[src/rtl/mem_lsu.sv]
// Memory-stage load/store unit: drives a req/ack data-RAM port from the EX/MEM register and registers the write-back triple.
// Latency 1 cycle for non-memory ops, >=2 cycles for RAM accesses (stallreq held until ack); big-endian byte lanes.
module mem_lsu #(
  parameter int ADDR_W = 32
) (
  input  logic              clk,
  input  logic              rst,
  input  logic [4:0]        mem_wd,
  input  logic              mem_wreg,
  input  logic [31:0]       mem_wdata,
  input  logic [3:0]        mem_op,
  input  logic [ADDR_W-1:0] mem_addr,
  input  logic [31:0]       mem_sdata,
  output logic              ram_req,
  output logic              ram_we,
  output logic [ADDR_W-1:0] ram_addr,
  output logic [3:0]        ram_sel,
  output logic [31:0]       ram_wdata,
  input  logic [31:0]       ram_rdata,
  input  logic              ram_ack,
  output logic              stallreq,
  output logic              misalign,
  output logic [4:0]        wb_wd,
  output logic              wb_wreg,
  output logic [31:0]       wb_wdata
);

  typedef enum logic {IDLE, WAIT} state_t;

  localparam logic [3:0] OP_LB  = 4'd1, OP_LBU = 4'd2, OP_LH = 4'd3, OP_LHU = 4'd4,
                         OP_LW  = 4'd5, OP_SB  = 4'd6, OP_SH = 4'd7, OP_SW  = 4'd8;

  state_t              state_q, state_d;
  logic                ram_req_q, ram_req_d;
  logic                ram_we_q, ram_we_d;
  logic [ADDR_W-1:0]   ram_addr_q, ram_addr_d;
  logic [3:0]          ram_sel_q, ram_sel_d;
  logic [31:0]         ram_wdata_q, ram_wdata_d;
  logic [4:0]          wb_wd_q, wb_wd_d;
  logic                wb_wreg_q, wb_wreg_d;
  logic [31:0]         wb_wdata_q, wb_wdata_d;
  logic                misalign_q, misalign_d;
  logic [3:0]          op_q, op_d;
  logic [1:0]          off_q, off_d;
  logic [4:0]          wd_q, wd_d;
  logic                wreg_q, wreg_d;

  logic                is_byte, is_half, is_word, is_store, is_mem, is_mis;
  logic [1:0]          off;
  logic [3:0]          sel;
  logic [31:0]         sdata_rep;
  logic [7:0]          ld_byte;
  logic [15:0]         ld_half;
  logic [31:0]         ld_data;

  assign off      = mem_addr[1:0];
  assign is_byte  = (mem_op == OP_LB) || (mem_op == OP_LBU) || (mem_op == OP_SB);
  assign is_half  = (mem_op == OP_LH) || (mem_op == OP_LHU) || (mem_op == OP_SH);
  assign is_word  = (mem_op == OP_LW) || (mem_op == OP_SW);
  assign is_store = (mem_op == OP_SB) || (mem_op == OP_SH) || (mem_op == OP_SW);
  assign is_mem   = is_byte || is_half || is_word;
  assign is_mis   = (is_half && off[0]) || (is_word && (off != 2'b00));

  always_comb begin
    sel       = 4'b1111;
    sdata_rep = mem_sdata;
    if (is_byte) begin
      sel       = 4'b1000 >> off;
      sdata_rep = {4{mem_sdata[7:0]}};
    end else if (is_half) begin
      sel       = off[1] ? 4'b0011 : 4'b1100;
      sdata_rep = {2{mem_sdata[15:0]}};
    end
  end

  // Lane extraction uses the op/offset latched at issue, not the live mem_* inputs.
  always_comb begin
    case (off_q)
      2'd0:    ld_byte = ram_rdata[31:24];
      2'd1:    ld_byte = ram_rdata[23:16];
      2'd2:    ld_byte = ram_rdata[15:8];
      default: ld_byte = ram_rdata[7:0];
    endcase
    ld_half = off_q[1] ? ram_rdata[15:0] : ram_rdata[31:16];
    case (op_q)
      OP_LB:   ld_data = {{24{ld_byte[7]}}, ld_byte};
      OP_LBU:  ld_data = {24'd0, ld_byte};
      OP_LH:   ld_data = {{16{ld_half[15]}}, ld_half};
      OP_LHU:  ld_data = {16'd0, ld_half};
      default: ld_data = ram_rdata;
    endcase
  end

  always_comb begin
    state_d     = state_q;
    ram_req_d   = ram_req_q;
    ram_we_d    = ram_we_q;
    ram_addr_d  = ram_addr_q;
    ram_sel_d   = ram_sel_q;
    ram_wdata_d = ram_wdata_q;
    wb_wd_d     = wb_wd_q;
    wb_wreg_d   = wb_wreg_q;
    wb_wdata_d  = wb_wdata_q;
    misalign_d  = 1'b0;
    op_d        = op_q;
    off_d       = off_q;
    wd_d        = wd_q;
    wreg_d      = wreg_q;
    stallreq    = 1'b0;
    case (state_q)
      IDLE: begin
        if (!is_mem) begin
          wb_wd_d    = mem_wd;
          wb_wreg_d  = mem_wreg;
          wb_wdata_d = mem_wdata;
        end else if (is_mis) begin
          misalign_d = 1'b1;
          wb_wd_d    = 5'd0;
          wb_wreg_d  = 1'b0;
          wb_wdata_d = 32'd0;
        end else begin
          stallreq   = 1'b1;
          ram_req_d  = 1'b1;
          ram_we_d   = is_store;
          ram_addr_d = {mem_addr[ADDR_W-1:2], 2'b00};
          ram_sel_d  = sel;
          if (is_store) ram_wdata_d = sdata_rep;
          op_d       = mem_op;
          off_d      = off;
          wd_d       = mem_wd;
          wreg_d     = mem_wreg;
          state_d    = WAIT;
        end
      end
      WAIT: begin
        if (!ram_ack) begin
          stallreq = 1'b1;
        end else begin
          ram_req_d = 1'b0;
          ram_we_d  = 1'b0;
          ram_sel_d = 4'd0;
          state_d   = IDLE;
          if (ram_we_q) begin
            wb_wd_d    = 5'd0;
            wb_wreg_d  = 1'b0;
            wb_wdata_d = 32'd0;
          end else begin
            wb_wd_d    = wd_q;
            wb_wreg_d  = wreg_q;
            wb_wdata_d = ld_data;
          end
        end
      end
      default: state_d = IDLE;
    endcase
    // No stall is requested while reset is asserted.
    if (!rst) stallreq = 1'b0;
  end

  always_ff @(posedge clk) begin
    if (!rst) begin
      state_q     <= IDLE;
      ram_req_q   <= 1'b0;
      ram_we_q    <= 1'b0;
      ram_addr_q  <= '0;
      ram_sel_q   <= 4'd0;
      ram_wdata_q <= 32'd0;
      wb_wd_q     <= 5'd0;
      wb_wreg_q   <= 1'b0;
      wb_wdata_q  <= 32'd0;
      misalign_q  <= 1'b0;
      op_q        <= 4'd0;
      off_q       <= 2'd0;
      wd_q        <= 5'd0;
      wreg_q      <= 1'b0;
    end else begin
      state_q     <= state_d;
      ram_req_q   <= ram_req_d;
      ram_we_q    <= ram_we_d;
      ram_addr_q  <= ram_addr_d;
      ram_sel_q   <= ram_sel_d;
      ram_wdata_q <= ram_wdata_d;
      wb_wd_q     <= wb_wd_d;
      wb_wreg_q   <= wb_wreg_d;
      wb_wdata_q  <= wb_wdata_d;
      misalign_q  <= misalign_d;
      op_q        <= op_d;
      off_q       <= off_d;
      wd_q        <= wd_d;
      wreg_q      <= wreg_d;
    end
  end

  assign ram_req   = ram_req_q;
  assign ram_we    = ram_we_q;
  assign ram_addr  = ram_addr_q;
  assign ram_sel   = ram_sel_q;
  assign ram_wdata = ram_wdata_q;
  assign misalign  = misalign_q;
  assign wb_wd     = wb_wd_q;
  assign wb_wreg   = wb_wreg_q;
  assign wb_wdata  = wb_wdata_q;

endmodule

[config.mk]
export PLATFORM = sky130hd
export DESIGN_NAME = mem_lsu
export DESIGN_NICKNAME = d
export VERILOG_FILES = /design/src/rtl/mem_lsu.sv
export SDC_FILE = /design/constraint.sdc
export NUM_CORES = 1
export LEC_CHECK = 0
export CORE_MARGIN = 4
export CORE_UTILIZATION = 48
export CTS_CLUSTER_SIZE = 12
export DETAILED_ROUTE_END_ITERATION = 6
export PLACE_DENSITY = 0.87
export SETUP_SLACK_MARGIN = 0.05
export SLEW_MARGIN = 30
export SYNTH_ARGS = -nofsm -noshare
export SYNTH_HDL_FRONTEND = slang
export SYNTH_SLANG_ARGS = --single-unit
[constraint.sdc]
create_clock -name clk -period 6.1 [get_ports clk]
set_input_delay 1.525 -clock clk [delete_from_list [all_inputs] [get_ports clk]]
set_output_delay 1.525 -clock clk [all_outputs]
set_load 0.05 [all_outputs]
# After elaboration in Yosys (flattened, before gate mapping)
# Cells that the tools add are included.
dict set report word_totals {
  regBits 120
  latchBits 0
  mem_bits_rw 0
  romBits 0
  inputBits 141
  out_inout_bits 110
  word_cells 96
  n_memories 0
}
dict set report classes {
  n_addsub 0
  mul 0
  div 0
  order_cmp 0
  eq_ne 18
  n_shift 1
  n_mux 40
  bitwise 4
  reduce_logical 19
}
# op n
set ops {}
lappend ops {{$mux W32} 6}
lappend ops {{$pmux W32 S4} 1}
lappend ops {{$pmux W32 S2} 1}
lappend ops {{$mux W4} 6}
lappend ops {{$pmux W8 S3} 1}
lappend ops {{$eq A4 B3 Y1 const B} 5}
lappend ops {{$mux W5} 4}
lappend ops {{$eq A4 B2 Y1 const B} 4}
lappend ops {{$mux W16} 1}
lappend ops {{$mux W1} 14}
lappend ops {{$logic_or A1 B1 Y1} 10}
lappend ops {{$pmux W5 S2} 1}
lappend ops {{$eq A4 B1 Y1 const B} 2}
lappend ops {{$pmux W1 S2} 4}
lappend ops {{$pmux W4 S2} 1}
lappend ops {{$ne A2 B2 Y1 const B} 3}
lappend ops {{$reduce_and A3 Y1} 2}
lappend ops {{$eq A4 B4 Y1 const B} 1}
lappend ops {{$not A1 Y1} 4}
lappend ops {{$reduce_and A4 Y1} 1}
lappend ops {{$shr A4 B2 Y4 const A} 1}
lappend ops {{$ne A3 B3 Y1 const B} 1}
lappend ops {{$reduce_or A3 Y1} 1}
lappend ops {{$eq A2 B1 Y1 const B} 1}
lappend ops {{5 further kinds} 6}

# Longest topological paths before layout
# Gate-level depths: netlist of the first run.
dict set report depth {
  word_depth 9
  depth_mapped 9
  depth_no_buf 5
}

# Worst setup path before layout of the first run
# OpenSTA, ideal clock, no wires.
dict set report synth_timing {
  kind {input-to-output}
  start {in mem_op[3]}
  end {out stallreq}
  arrival_time_ps 3099
  t_required_ps 4575
  path_slack_ps 1476
  cell_stages 7
  n_path_buf 2
  cell_sequence {buf_2 nor2b_1 o211ai_2 o211a_1 a21oi_2 buf_2 nor2_1}
}
dict set report synth_via {
  elab_chain_cells 9
  elab_cells_between_ends 22
  classes_between {8 x eq/ne; 4 x mux; 10 x reduce/logical}
}
# item line
set synth_lines {}
lappend synth_lines {{start: declaration} 11} ;# input logic [3:0] mem_op,
lappend synth_lines {{$eq A4 B2 Y1 or $eq A4 B3 Y1 (tied branches)} 58} ;# assign is_half = (mem_op == OP_LH) || (mem_op == OP_LHU) || (mem_op == OP_SH);
lappend synth_lines {{$logic_or A1 B1 Y1 (2 in a row)} 58}
lappend synth_lines {{$logic_and A1 B1 Y1} 62} ;# assign is_mis = (is_half && off[0]) || (is_word && (off != 2'b00));
lappend synth_lines {{$logic_or A1 B1 Y1} 62}
lappend synth_lines {{$mux W1} 116} ;# end else if (is_mis) begin
lappend synth_lines {{$mux W1 *} 112} ;# if (!is_mem) begin
lappend synth_lines {{$pmux W1 S2 *} 110} ;# case (state_q)
lappend synth_lines {{$mux W1 *} 157} ;# if (!rst) stallreq = 1'b0;
lappend synth_lines {{end: declaration} 21} ;# output logic stallreq,
# Every way passes the cells marked *; elsewhere a longest branch is shown, timed or not.

# Worst setup path after layout of the first run
dict set report layout_timing {
  start {in mem_op[0]}
  end {out stallreq}
}
# The elaborated chain is that of the path after synthesis.

==> run summary, run 1 <==
Post-Syn Instances - 735
Reg area - 2402 sq um
Finish-stage setup viols - 0
CTS tree - yes
Pwr Density - 281.8 nW/um^2
First-pass iteration count of the detailed router - 5
Hold_buf cts - 0
Fill cells - 980
Worst EP arrival - 3.77 ns
Maximum VDD drop - 244.0 uV
WS Path Type - in2out
First-pass GRT wire length - 33530 um
DRC violations left - 0
RSZ-0062 raised after global routing - no
Io pins - 251
Clk sinks - 120
Tmin final - 5.296 ns
Chip Height - 123.1 um
Final WL - 22230 um
Yosys top cell by area - dfxtp_1
Share of cells above drive strength 1 - 0.09177
Post-CTS resize count - 0
Synth top area cells - dfxtp_1 38%, mux2i_1 8.0%, o21ai_0 5.4%
CP required - 4.58 ns
Worst rel slew slack - 0.3933
Global route overflow - 0
Worst slew pin tran - 0.9066 ns
Period utilization - 0.8682
Final hold vios - 0
Max FO, Critical Path - 17
Unique masters post-synth - 68
Skew-Pair Late Insertion Delay - 0.42 ns
Final Wtd Congestion - 0.9166
Post-detail-place hpwl - 15120 um
DR vias/cell - 6.059
Max clock buf depth - 2
Crit start category - primary input
Vias - 6792
Post-synthesis sequential area ratio - 0.3776
Post-synth top flop - dfxtp_1
Clock Tree Root - clkbuf_16
H-Tree Depth - 4
Initial drt markers - 736
EDFF count, synth - 0
Nets - 1076
Endpoint type of the worst setup path - primary output
Pleak - 3.426 nW
GR Util All Layers - 0.2842
Die area - 15160 sq um
Worst-path clk slew - 0.05 ns
Final setup TNS - 0 ns
Placed cell area - 8768 sq um
Status - finished, final reports clean
Post-CTS setup buffers - 0
Core Box Area - 12770 sq um
Synthesized area per cell - 8.656 sq um
Class of the worst hold path - reg2reg
Yosys warning total - 0
Post-Syn Area - 6362 sq um
FF+latch count, synth - 120
Placed insts - 1088
Crit path launch - mem_op[0]
Hold Crit Start - ram_wdata[7]$_SDFFE_PN0P_
Post-route cell area - 9329 sq um
DR WL/cell - 19.83 um
Async SR Flop Fraction - 0
Max Slew Vio Count - 0
Die W - 123.1 um
Starting density of the core - 0.4981
Number of CTS-inserted buffers - 17
F_max - 188.8 MHz
Post-route ant nets - 0
Most frequent cells in the layout - 246 x clkdlybuf4s50_1, 120 x dfxtp_1, 69 x o21ai_0
Share of the synthesized area in the top cell type - 0.3776
Final Skew - 0.007135 ns
Fin cells - 1121
Row count - 41
Worst R2R Start - off_q[0]$_SDFFE_PN0P_
Number of global-route vias before repair - 6282
Final core occ - 0.7303
Initial antenna violation count - 1
Most common cell after layout, fill and taps aside - clkdlybuf4s50_1
Largest net degree at the start of global routing - 78
PortBufs - 248
Multi-input gate area - 3560 sq um
Synth-to-layout area growth - 46.63%
Max_cap viols - 0
## critical path, stage by stage
cell and delay [ns]:
clkdlybuf4s50_1 0.69, nor3b_1 0.41, o21ai_1 0.18, o211a_2 0.30
a21oi_2 0.11, buf_4 0.24, nor2_1 0.10, buf_4 0.20
## report_power, final
group          switching [mW]  internal [mW]  total, mW
registers              0.0480          0.849      0.897
clock network           0.369          0.566      0.936
logic                   0.488          0.309      0.797
total                   0.905           1.72       2.63
## metrics by stage
stage               worst slack [ns]  power (mW)  hold WS (ns)
detailed placement            0.8354       1.693        0.4513
finish                        0.8038       2.629        0.4569
floorplan                      1.476       1.410        0.4537
CTS                           0.8365       2.628        0.4584
global placement              0.9019       1.684        0.4443
global route                  0.6657       2.726        0.4818
## synth_stat cells, types with 4 or more instances
master,n
o22ai_1,8
o211ai_1,6
o221ai_1,6
or2_2,5
clkbuf_1,40
o2111ai_1,8
o31ai_1,8
a221oi_2,4
nor3_1,11
o221a_2,6
nand2b_1,21
inv_1,8
buf_4,10
mux4_2,8
dfxtp_1,120
nand3_1,44
nor2_1,34
buf_2,26
a221oi_1,8
a21oi_1,62
o21ai_0,69
a22o_1,18
nor2b_1,5
nand2_1,56
a311oi_1,16
mux2i_1,51
a31oi_1,24
## final timing paths
kind | cells past startpoint | endpoint | slack [ns]
worst max register to register | 5 | wb_wdata[9]$_SDFFE_PN0P_ | 3.71
worst max-delay path | 8 | stallreq | 0.80
worst min register to register | 2 | ram_wdata[7]$_SDFFE_PN0P_ | 0.46
worst min-delay path | 2 | ram_wdata[7]$_SDFFE_PN0P_ | 0.46
## registers in the layout, summed over array words and instances (netlist names)
register,cells
wd_q,5
off_q,2
wreg_q,1
ram_addr,30
ram_wdata,32
wb_wdata,32
ram_we,1
op_q,4
wb_wreg,1
wb_wd,5
ram_sel,4
misalign,1
ram_req,1
state_q,1
## per-layer routing
metal,track usage,routed length [um],up-vias,part of all wire
li1,-,-,3159,-
met2,0.4475,10430,344,0.47
met4,0.09343,620,0,0.028
met5,0,0,-,0
met3,0.09012,2036,49,0.092
met1,0.3708,9150,3240,0.41
## area by class of cell
| cell class | count | area share |
|---|---|---|
| Tap cell | 172 | 0.02307 |
| Timing Repair Buffer | 260 | 0.2749 |
| Antenna cell | 1 | 0.0002682 |
| Sequential cell | 120 | 0.2575 |
| Multi-Input combinational cell | 527 | 0.3816 |
| Clock buffer | 20 | 0.04788 |
| Clock inverter | 12 | 0.01113 |
| Inverter | 9 | 0.003621 |
## kinds of logic after synthesis
kind of cell,Yosys count,synth area share
DFF,120,0.3776
other,1,0.0005894
muxes,60,0.1103
AOI/OAI and AO/OA,272,0.2942
xor gates and xnor gates,2,0.002754
and+or+nand+nor,191,0.1475
buffers and inverters,89,0.06706
No activity file was read; power rests on OpenSTA's default activity.
==> run 2, diff against run 1 <==
CORE_ASPECT_RATIO = 1.4   (was default)
==> run summary, run 2 (synthesis gave the netlist of run 1 again) <==
Die W - 105.3 um (-14%)
Fill cells - 998 (+1.8%)
PortBufs - 248 (unchanged)
Max clock buf depth - 2 (unchanged)
Pwr Density - 287.5 nW/um^2 (+2.0%)
Period utilization - 0.8685 (about the same)
Skew-Pair Late Insertion Delay - 0.41 ns (about the same)
Reg area - 2402 sq um (unchanged)
Max_cap viols - 0 (unchanged)
Initial drt markers - 438 (-40%)
Multi-input gate area - 3572 sq um (+0.35%)
Class of the worst hold path - reg2reg
Post-route ant nets - 0 (unchanged)
F_max - 188.8 MHz (about the same)
First-pass GRT wire length - 33980 um (+1.4%)
ANT cells - 0 (-1)
Starting density of the core - 0.4918 (-0.006263)
Chip Height - 144.2 um (+17%)
First-pass iteration count of the detailed router - 5 (unchanged)
Tmin final - 5.298 ns (+0.001534 ns)
WS Path Type - in2out
Status - finished, final reports clean
RSZ-0062 raised after global routing - no
Max FO, Critical Path - 16 (-1)
DR WL/cell - 19.42 um (-2.1%)
Initial antenna violation count - 0 (-1)
Vias - 6664 (-1.9%)
DRC violations left - 0 (unchanged)
Core Box Area - 12940 sq um (+1.3%)
Final core occ - 0.7268 (-0.003573)
Post-CTS resize count - 0 (unchanged)
Most common cell after layout, fill and taps aside - clkdlybuf4s50_1
Io pins - 251 (unchanged)
Die area - 15190 sq um (+0.17%)
Row count - 49 (+20%)
Final Skew - 0.008105 ns (+0.0009701 ns)
Hold_buf cts - 0 (unchanged)
Post-detail-place hpwl - 15330 um (+1.4%)
Pleak - 3.454 nW (+0.81%)
Final hold vios - 0 (unchanged)
Largest net degree at the start of global routing - 78 (unchanged)
CP required - 4.58 ns (about the same)
Clock Tree Root - clkbuf_16
Synth-to-layout area growth - 47.77%
Crit start category - primary input
Post-CTS setup buffers - 0 (unchanged)
Final Wtd Congestion - 0.9060 (-1.2%)
Number of global-route vias before repair - 6423 (+2.2%)
H-Tree Depth - 4 (unchanged)
Clk sinks - 120 (unchanged)
Endpoint type of the worst setup path - primary output
Final WL - 21830 um (-1.8%)
Number of CTS-inserted buffers - 17 (unchanged)
DR vias/cell - 5.929 (-2.1%)
CTS tree - yes
Worst-path clk slew - 0.05 ns (about the same)
Most frequent cells in the layout - 246 x clkdlybuf4s50_1, 120 x dfxtp_1, 69 x o21ai_0
Share of cells above drive strength 1 - 0.09302 (+0.001251)
Global route overflow - 0 (unchanged)
Maximum VDD drop - 203.4 uV (-17%)
Nets - 1074 (-0.19%)
Max Slew Vio Count - 0 (unchanged)
Worst slew pin tran - 0.9182 ns (+0.01159 ns)
GR Util All Layers - 0.2786 (-0.005605)
Worst rel slew slack - 0.3855 (-0.007754)
Worst EP arrival - 3.77 ns (about the same)
Final setup TNS - 0 ns (unchanged)
Finish-stage setup viols - 0 (unchanged)
run 2: cell count changes in the layout (fill, tap and decap cells not counted), moves of 2 or more:
| cell | before | now |
|---|---|---|
| clkinv_2 | 4 | 0 |
| clkinvlp_4 | 6 | 3 |
| clkinv_4 | 1 | 5 |
| inv_6 | 0 | 2 |
| buf_4 | 13 | 10 |
run 2: worst paths after layout:
path	slack, ns	to	from	cells after the start
worst min-delay path	0.46	ram_wdata[25]$_SDFFE_PN0P_	ram_wdata[25]$_SDFFE_PN0P_	2
worst max-delay path	0.80	stallreq	mem_op[3]	8
worst max register to register	3.83	wb_wdata[14]$_SDFFE_PN0P_	state_q$_DFF_P_	4
worst min register to register	0.46	ram_wdata[25]$_SDFFE_PN0P_	ram_wdata[25]$_SDFFE_PN0P_	2
run 2: report_power, final:
part           total, mW  switching (mW)  internal, mW
clock network       1.01           0.386         0.628
registers          0.894          0.0456         0.848
logic              0.795           0.484         0.311
total               2.70           0.915          1.79
run 2: worst max-delay path, stage by stage:
cell and delay, ns:
clkdlybuf4s50_1 0.75, nor3b_1 0.35, o21ai_1 0.20, o211a_2 0.30
a21oi_2 0.11, buf_4 0.24, nor2_1 0.08, buf_4 0.20
run 2: per-stage QoR:
step                      cell area, sq um  std cells  setup WS (ns)  hold WS [ns]  power, mW
after global placement                8757       1091         0.8981        0.4424      1.683
after floorplan                       6366        736          1.476        0.4537      1.410
after detailed placement              8792       1092         0.8584        0.4505      1.699
final                                 9402       1124         0.8022        0.4568      2.703
after global routing                  9402       1124         0.6092        0.4819      2.807
after CTS                             9393       1124         0.8472        0.4601      2.711
run 2: area by class of cell:
type,count,share of cell area
Sequential cell,120,0.2555
Inverter,9,0.003593
Multi-Input combinational cell,527,0.3800
Timing Repair Buffer,258,0.2734
Clock buffer,20,0.04858
Tap cell,178,0.02369
Clock inverter,12,0.01530
run 2: layer usage:
layer,vias to the layer above,track usage,share of wire
met5,-,0,0
met4,0,0.1120,0.034
met3,59,0.07771,0.076
met2,285,0.4825,0.51
met1,3175,0.3261,0.38
li1,3145,-,-
==> run 3, diff against run 2 <==
CORE_MARGIN = default   (was 4)
==> run summary, run 3 (synthesis gave the netlist of run 1 again) <==
Global route overflow - 0 (unchanged)
Io pins - 251 (unchanged)
F_max - 189.3 MHz (+0.27%)
Worst rel slew slack - 0.3622 (-0.02337)
RSZ-0062 raised after global routing - no
Die W - 99.30 um (-5.7%)
H-Tree Depth - 4 (unchanged)
Crit path launch - mem_op[0]
DRC violations left - 0 (unchanged)
DR WL/cell - 18.46 um (-5.0%)
Endpoint type of the worst setup path - primary output
Skew-Pair Late Insertion Delay - 0.41 ns (about the same)
Most frequent CP cell - buf_4
First-pass GRT wire length - 32240 um (-5.1%)
Worst EP arrival - 3.76 ns (about the same)
Switching power total - 0.8977 mW (-1.9%)
Crit start category - primary input
Chip Height - 138.2 um (-4.2%)
Max_cap viols - 0 (unchanged)
Number of CTS-inserted buffers - 17 (unchanged)
Die area - 13730 sq um (-9.6%)
Post-CTS setup buffers - 0 (unchanged)
Starting density of the core - 0.4942 (+0.002342)
Clock Tree Root - clkbuf_16
Slowest cell on crit path - clkdlybuf4s50_1
Initial antenna violation count - 1 (+1)
Max FO, Critical Path - 17 (+1)
PortBufs - 248 (unchanged)
Core Box Area - 12870 sq um (-0.47%)
Number of global-route vias before repair - 6498 (+1.2%)
Post-detail-place hpwl - 13700 um (-11%)
Row count - 49 (unchanged)
Period utilization - 0.8661 (-0.002376)
WS Path Type - in2out
Final Wtd Congestion - 0.9354 (+3.2%)
Most common cell after layout, fill and taps aside - clkdlybuf4s50_1
Placed insts - 1066 (-2.4%)
First-pass iteration count of the detailed router - 5 (unchanged)
Internal - 1.802 mW (+0.81%)
Post-CTS resize count - 0 (unchanged)
DR vias/cell - 5.991 (+1.0%)
CP required - 4.58 ns (about the same)
Nets - 1074 (unchanged)
Pwr Density - 288.1 nW/um^2 (+0.20%)
Worst slew pin tran - 0.9532 ns (+0.03492 ns)
Clock network power share - 0.376 (about the same)
Final Skew - 0.009107 ns (+0.001002 ns)
Post-route cell area - 9373 sq um (-0.31%)
Crit-path cells - clkdlybuf4s50_1 -> nor3b_1 -> o21ai_1 -> o211a_2 -> a21oi_2 -> buf_4 -> nor2_1 -> buf_4
Max clock buf depth - 2 (unchanged)
Hold_buf cts - 0 (unchanged)
Largest net degree at the start of global routing - 78 (unchanged)
Synth-to-layout area growth - 47.32%
Initial drt markers - 457 (+4.3%)
Pleak - 3.456 nW (about the same)
Sw frac - 0.3325 (-0.006018)
Final hold vios - 0 (unchanged)
Post-route ant nets - 0 (unchanged)
Status - finished, final reports clean
Most frequent cells in the layout - 246 x clkdlybuf4s50_1, 120 x dfxtp_1, 69 x o21ai_0
Worst R2R Start - off_q[0]$_SDFFE_PN0P_
Fin worst setup slack - 0.8167 ns (+0.01449 ns)
Max Slew Vio Count - 0 (unchanged)
Register share of total power - 0.331 (about the same)
Finish-stage setup viols - 0 (unchanged)
Reg2Reg Capture Point - wb_wdata[8]$_SDFFE_PN0P_
Worst-path clk slew - 0.05 ns (about the same)
Vias - 6584 (-1.2%)
Class of the worst hold path - reg2reg
Final WL - 20290 um (-7.1%)
Placed cell area - 8733 sq um (-0.67%)
Fin cells - 1099 (-2.2%)
Combinational share of power - 0.293 (about the same)
Post-Place Worst Slack - 0.8525 ns (-0.005882 ns)
Clk sinks - 120 (unchanged)
Slowest cell delay on critical path - 0.69 ns (-0.06 ns)
Crit path capture - stallreq
Fill cells - 974 (-2.4%)
Reg2Reg Depth - 5 (+1)
Final setup TNS - 0 ns (unchanged)
Tmin final - 5.283 ns (-0.01449 ns)
Worst R2R Setup Slack - 3.95 ns (+0.12 ns)
CTS tree - yes
Share of cells above drive strength 1 - 0.09312 (+0.00009844)
Maximum VDD drop - 202.8 uV (-0.28%)
Final core occ - 0.7280 (+0.001225)
GR Util All Layers - 0.2951 (+0.01655)
==> run 3: cell count changes in the layout (fill, tap and decap cells not counted), sizes merged <==
cell / before / now
bufinv: 2 / 3
clkbuf: 20 / 17
clkinv: 5 / 6
diode: 0 / 1
==> run 3: how the worst min path moves through the flow <==
stage               slack, ns  cells past startpoint                          to                       start
floorplan                0.45                      2        wd_q[0]$_SDFFE_PN0P_        wd_q[0]$_SDFFE_PN0P_
global placement         0.44                      2        ram_req$_SDFFE_PN0P_        ram_req$_SDFFE_PN0P_
detailed placement       0.45                      2   ram_wdata[5]$_SDFFE_PN0P_   ram_wdata[5]$_SDFFE_PN0P_
CTS                      0.46                      2   ram_wdata[3]$_SDFFE_PN0P_   ram_wdata[3]$_SDFFE_PN0P_
global route             0.47                      2  ram_wdata[30]$_SDFFE_PN0P_  ram_wdata[30]$_SDFFE_PN0P_
finish                   0.46                      2   ram_wdata[3]$_SDFFE_PN0P_   ram_wdata[3]$_SDFFE_PN0P_
==> run 3: metal layers <==
metal	wire length [um]	track usage
met5	0	0
met4	973	0.1772
met3	1337	0.06775
met2	9966	0.4872
met1	8012	0.3455
==> run 3: cell type report <==
class,instances,area [sq um],area share
multi-input combinational,527,3572,0.3811
timing repair buffer,258,2570,0.2742
sequential,120,2402,0.2563
clock buffer,17,425.4,0.04539
tap,153,191.4,0.02042
clock inverter,14,175.2,0.01869
inverter,9,33.78,0.003604
antenna,1,2.502,0.0002670
==> run 3: power groups by stage <==
stage	clock [mW]	combinational (mW)	sequential, mW
floorplan	0	0.318	1.09
CTS	1.03	0.784	0.893
finish	1.02	0.791	0.893
detailed placement	0	0.778	0.909
global route	1.06	0.838	0.902
global placement	0	0.771	0.906
==> run 3: worst max-delay path, delay by kind of cell <==
kind	cells	cell delay, ns
buffers and inverters	3	1.12
AOI/OAI and AO/OA	3	0.60
and+or+nand+nor	2	0.51
==> run 3: metrics by stage <==
step / hold WS [ns] / total power [mW]
floorplan: 0.4537 / 1.410
CTS: 0.4589 / 2.705
finish: 0.4565 / 2.700
global placement: 0.4423 / 1.678
global route: 0.4674 / 2.803
detailed placement: 0.4514 / 1.687
